==> src/rtl/calc_pkg.sv <==
// Shared types and constants for the calculator sequencer.
package calc_pkg;

    localparam int OP_W = 2;

    // Operation select encoding driven onto the result mux
    localparam logic [OP_W-1:0] OP_ADD = 2'd0;
    localparam logic [OP_W-1:0] OP_SUB = 2'd1;
    localparam logic [OP_W-1:0] OP_AND = 2'd2;
    localparam logic [OP_W-1:0] OP_OR  = 2'd3;

    typedef enum logic [2:0] {
        ST_IDLE   = 3'd0,
        ST_LOAD_A = 3'd1,
        ST_WAIT_B = 3'd2,
        ST_LOAD_B = 3'd3,
        ST_EXEC   = 3'd4,
        ST_SHOW   = 3'd5
    } state_e;

endpackage

==> src/rtl/calc_sequencer_pb_debounce.sv <==
// Push-button conditioner: two-flop synchronizer, stability counter and
// rising-edge detect. A level is accepted only after DB_CYCLES consecutive
// synchronized samples disagree with the current debounced level.
module pb_debounce #(
    parameter int DB_CYCLES = 16
) (
    input  logic clk,
    input  logic rst,
    input  logic pb_raw,
    output logic press
);

    localparam int CW = (DB_CYCLES > 1) ? $clog2(DB_CYCLES) : 1;
    localparam logic [CW-1:0] CNT_MAX = CW'(DB_CYCLES - 1);

    logic          sync_1;
    logic          sync_2;
    logic          level;
    logic          level_q;
    logic [CW-1:0] cnt;

    // Synchronize, count disagreeing cycles and flip the accepted level on terminal count
    always_ff @(posedge clk) begin
        if (rst) begin
            sync_1  <= 1'b0;
            sync_2  <= 1'b0;
            level   <= 1'b0;
            level_q <= 1'b0;
            cnt     <= '0;
        end else begin
            sync_1  <= pb_raw;
            sync_2  <= sync_1;
            level_q <= level;
            if (sync_2 == level) begin
                cnt <= '0;
            end else if (cnt == CNT_MAX) begin
                level <= ~level;
                cnt   <= '0;
            end else begin
                cnt <= cnt + 1'b1;
            end
        end
    end

    // Only a press (0->1 of the accepted level) produces a pulse
    assign press = level & ~level_q;

endmodule

==> src/rtl/calc_sequencer.sv <==
// Calculator control: conditions the three buttons and sequences
// operand load / execute / display, owning the operation select.
//
//   state   | meaning
//   --------+-----------------------------------------------
//   IDLE    | nothing loaded, waiting for first step
//   LOAD_A  | one-cycle strobe capturing operand A
//   WAIT_B  | waiting for step to capture operand B
//   LOAD_B  | one-cycle strobe capturing operand B
//   EXEC    | one-cycle strobe registering the result
//   SHOW    | result displayed; step restarts, op re-executes
module calc_sequencer
    import calc_pkg::*;
#(
    parameter int DB_CYCLES = 16
) (
    input  logic            clk,
    input  logic            rst,
    input  logic            pb_step,
    input  logic            pb_op,
    input  logic            pb_clr,
    output logic [OP_W-1:0] op_sel,
    output logic            load_a,
    output logic            load_b,
    output logic            exec,
    output logic            result_valid,
    output logic [2:0]      state
);

    logic            step_p;
    logic            op_p;
    logic            clr_p;

    state_e          st_q;
    state_e          st_d;
    logic [OP_W-1:0] op_d;
    logic            pend_q;
    logic            pend_d;
    logic            op_req;

    pb_debounce #(.DB_CYCLES(DB_CYCLES)) u_db_step (
        .clk    (clk),
        .rst    (rst),
        .pb_raw (pb_step),
        .press  (step_p)
    );

    pb_debounce #(.DB_CYCLES(DB_CYCLES)) u_db_op (
        .clk    (clk),
        .rst    (rst),
        .pb_raw (pb_op),
        .press  (op_p)
    );

    pb_debounce #(.DB_CYCLES(DB_CYCLES)) u_db_clr (
        .clk    (clk),
        .rst    (rst),
        .pb_raw (pb_clr),
        .press  (clr_p)
    );

    // In SHOW a fresh op press and one deferred from LOAD_B/EXEC act alike
    assign op_req = op_p | pend_q;

    // Next state, op select and deferred-op flag; clr overrides step, step overrides op
    always_comb begin
        st_d   = st_q;
        op_d   = op_sel;
        pend_d = pend_q;
        if (clr_p) begin
            st_d   = ST_IDLE;
            pend_d = 1'b0;
        end else begin
            case (st_q)
                ST_IDLE: begin
                    if (op_p)   op_d = op_sel + 1'b1;
                    if (step_p) st_d = ST_LOAD_A;
                end
                ST_LOAD_A: begin
                    if (op_p) op_d = op_sel + 1'b1;
                    st_d = ST_WAIT_B;
                end
                ST_WAIT_B: begin
                    if (op_p)   op_d = op_sel + 1'b1;
                    if (step_p) st_d = ST_LOAD_B;
                end
                ST_LOAD_B: begin
                    // op_sel must stay put while the datapath is mid-computation
                    if (op_p) pend_d = 1'b1;
                    st_d = ST_EXEC;
                end
                ST_EXEC: begin
                    if (op_p) pend_d = 1'b1;
                    st_d = ST_SHOW;
                end
                ST_SHOW: begin
                    if (op_req) begin
                        op_d   = op_sel + 1'b1;
                        pend_d = 1'b0;
                    end
                    if (step_p)      st_d = ST_LOAD_A;
                    else if (op_req) st_d = ST_EXEC;
                end
                default: st_d = ST_IDLE;
            endcase
        end
    end

    // State, op select and pending flag registers
    always_ff @(posedge clk) begin
        if (rst) begin
            st_q   <= ST_IDLE;
            op_sel <= OP_ADD;
            pend_q <= 1'b0;
        end else begin
            st_q   <= st_d;
            op_sel <= op_d;
            pend_q <= pend_d;
        end
    end

    assign load_a       = (st_q == ST_LOAD_A);
    assign load_b       = (st_q == ST_LOAD_B);
    assign exec         = (st_q == ST_EXEC);
    assign result_valid = (st_q == ST_SHOW);
    assign state        = st_q;

endmodule

==> config.mk <==
export PLATFORM = sky130hd
export DESIGN_NAME = calc_sequencer
export DESIGN_NICKNAME = d
export VERILOG_FILES = /design/src/rtl/calc_pkg.sv /design/src/rtl/calc_sequencer_pb_debounce.sv /design/src/rtl/calc_sequencer.sv
export SDC_FILE = /design/constraint.sdc
export NUM_CORES = 1
export LEC_CHECK = 0
export CAP_MARGIN = 10
export CORE_ASPECT_RATIO = 1.2
export CORE_MARGIN = 2
export CORE_UTILIZATION = 34
export DETAILED_ROUTE_END_ITERATION = 8
export SETUP_SLACK_MARGIN = 0.15
export SYNTH_ARGS = -nofsm -noshare
export SYNTH_HDL_FRONTEND = slang
export SYNTH_SLANG_ARGS = --single-unit
==> constraint.sdc <==
create_clock -name clk -period 2.55 [get_ports clk]
set_input_delay 0.51 -clock clk [delete_from_list [all_inputs] [get_ports clk]]
set_output_delay 0.51 -clock clk [all_outputs]
set_load 0.01 [all_outputs]
==> run summary <==
Status = completed
CP Class = flip-flop to output port
Compound-Gate Fraction of Synth Area = 5.88%
Sequential power share = 51.3%
Vias in the first global route = 773
Max-Cap Viols = 0
Post-Synth XOR/XNOR Area = 7.62%
Hold_buf cts = 0
Count of cell types in the netlist = 26
Top post-synthesis cells by area = dfxtp_1, nor2_1, nor2b_1
Area grow syn2layout = 23.8%
Crit start category = flip-flop
Die area = 3860 sq um
Clock root cell = clkbuf_8
Yosys reg bits = 30
Post_cts resized = 0
DIE HEIGHT = 67.7 um
Dominant cell type by area after synthesis = dfxtp_1
DRC violations left = 0
Rows = 23
Sw Ratio = 18.5%
Routed WL = 1.73 mm
Worst-Margin Slew = 0.465 ns
Leakage = 0.533 nW
Share of Yosys cell area claimed by the top area cell type = 52.2%
Post-synth net total = 129
GRT Util Overall = 10.7%
Number of diodes = 0
Die W = 57.1 um
H-tree depth = 2
RSZ-0062 raised after global routing = no
Layout cells sized above 1 = 6.43%
Mux contribution to synthesized area = 3.48%
Cell count after synthesis = 121
CP Data Arrival Time = 1.65 ns
Max-slew violations = 0
Largest net degree at the start of global routing = 16
DR iter-0 viols = 23
Hpwl dp = 1.30 mm
Post-CTS setup buffer count = 0
Number of CTS-inserted buffers = 5
Largest family of logic cells by synthesized area = simple AND/OR/NAND/NOR gates
P_int = 758 uW
HP Class = flip-flop to flip-flop
Final ANT Viol Nets = 0
Period minus WS final = 2.16 ns
Pwr dens = 653 nW/um^2
Via count = 831
Sequential-to-total area share from yosys stat = 52.2%
Util after Layout = 43.4%
Slew Limit Headroom = 68.9%
Core Region = 3280 sq um
First-pass GRT wire length = 3.11 mm
Peak supply drop = 0.383 mV
IO Count = 14
Final Setup Violations = 0
Crit path capture type = output port
F_max = 464 MHz
Mean area per synthesized cell = 9.50 sq um
Post-synthesis instance area = 1150 sq um
Final period util = 84.5%
Port bufs = 13
Gpl congestion = 0.756
Worst Path Required = 2.04 ns
Clk pwr share = 46.5%
DR WL/cell = 9.77 um
Synth warn = 0
Clk_lat worst skew = 0.27 ns
Fill cells = 339
Setup TNS = 0 ns
Final hold vios = 0
Flop2flop setup slack = 1.11 ns
TritonCTS clock tree = yes
Max FO, Critical Path = 10
Post-Synth Adder-Cell Area = 3.26%
Clock-pin slew on the worst setup and hold paths = 0.06 ns
Vias per cell = 4.69
Clk buf depth = 2
Combinational share of power = 2.2%
Clk_skew = 0.00198 ns
Net Sw Power = 172 uW
Final nets = 147
Synth Area in Simple Gates = 24.2%
Clk sinks = 30
Grt ovf = 0
Starting Density = 35.0%
Antenna violations before repair = 0
Pre-Repair DR Iteration Count = 4
## critical path: stages, from the launching register on
cell and delay (ns):
dfxtp_1 0.53, and2b_1 0.19, and2_1 0.12, clkdlybuf4s50_1 0.53
## flip-flops by register name (all words and copies together), names as in the netlist
name and count:
pend_q 1, state 3, u_db_clr.level_q 1, u_db_step.cnt 4
u_db_op.sync_2 1, u_db_clr.cnt 4, u_db_step.level 1, u_db_op.level_q 1
u_db_step.level_q 1, op_sel 2, u_db_clr.sync_2 1, u_db_step.sync_2 1
u_db_op.sync_1 1, u_db_op.cnt 4, u_db_clr.sync_1 1, u_db_step.sync_1 1
u_db_clr.level 1, u_db_op.level 1
## metrics by stage
step                total power, mW  area [sq um]  hold WS, ns  setup WS (ns)  std cells
floorplan                     0.497          1150        0.414           1.22        121
global placement              0.507          1310        0.419          0.693        169
detailed placement            0.508          1310        0.423          0.648        169
CTS                           0.944          1420        0.436          0.375        177
global route                  0.964          1420        0.463          0.302        177
finish                        0.930          1420        0.435          0.395        177
## power groups by stage
stage / Sequential [mW] / Combinational, mW / Clock [mW]
finish: 0.477 / 0.0201 / 0.432
global route: 0.478 / 0.0226 / 0.463
CTS: 0.477 / 0.0203 / 0.446
detailed placement: 0.488 / 0.0203 / 0
global placement: 0.487 / 0.0198 / 0
floorplan: 0.487 / 0.0103 / 0
## layout make-up
class                      instances  area [sq um]  share of cell area, %
sequential                        30           601                   42.2
multi-input combinational         83           510                   35.9
timing repair buffer              14           138                   9.67
clock buffer                       8           110                   7.73
tap                               37          46.3                   3.25
inverter                           5          18.8                   1.32
## layout by cell type (no fill, tap or decap), types with 4 or more instances in the layout
cell type / instances
clkbuf_8: 8
clkdlybuf4s50_1: 13
dfxtp_1: 30
inv_1: 5
mux2i_1: 4
nand2_1: 4
nand2b_1: 5
nor2_1: 21
nor2b_1: 11
or3_1: 5
xnor2_1: 7
## path summary, 6_finish.rpt
path	start	endpoint	depth (start not counted)
setup / recovery	state[0]	result_valid	3
hold / removal	u_db_step.sync_1	u_db_step.sync_2	1
setup reg to reg	state[0]	op_sel[1]	4
hold reg to reg	u_db_step.sync_1	u_db_step.sync_2	1
## kinds of logic after synthesis
group,count (synthesis)
flip-flops,30
XOR/XNOR,10
multiplexers,4
buffers and inverters,8
adder cells (fa/ha/maj),3
AND/OR/NAND/NOR,55
AO/OA/AOI/OAI,11
## synth_stat cells
cell type  count
nand2_1        4
mux2i_1        4
dfxtp_1       30
nor2b_1       11
ha_1           3
clkbuf_1       1
o21ai_0        3
a21oi_1        3
buf_2          1
a211oi_1       1
o211ai_1       1
nand2b_1       5
nor3_1         1
and3_1         3
a31oi_1        1
xnor2_1        7
xor2_1         3
and2b_1        1
nor2_1        21
buf_6          1
nand3_1        3
and2_1         1
o31ai_1        1
a32oi_1        1
or3_1          5
inv_1          5
## layer usage
| layer | vias up | GRT usage [%] | share of wire (%) |
|---|---|---|---|
| li1 | 432 | - | - |
| met1 | 376 | 10.5 | 42 |
| met2 | 18 | 18.1 | 50 |
| met4 | 0 | 8.14 | 2.4 |
| met3 | 5 | 4.21 | 5.7 |
| met5 | - | 0 | 0 |
(Power assumes the default switching activity.)
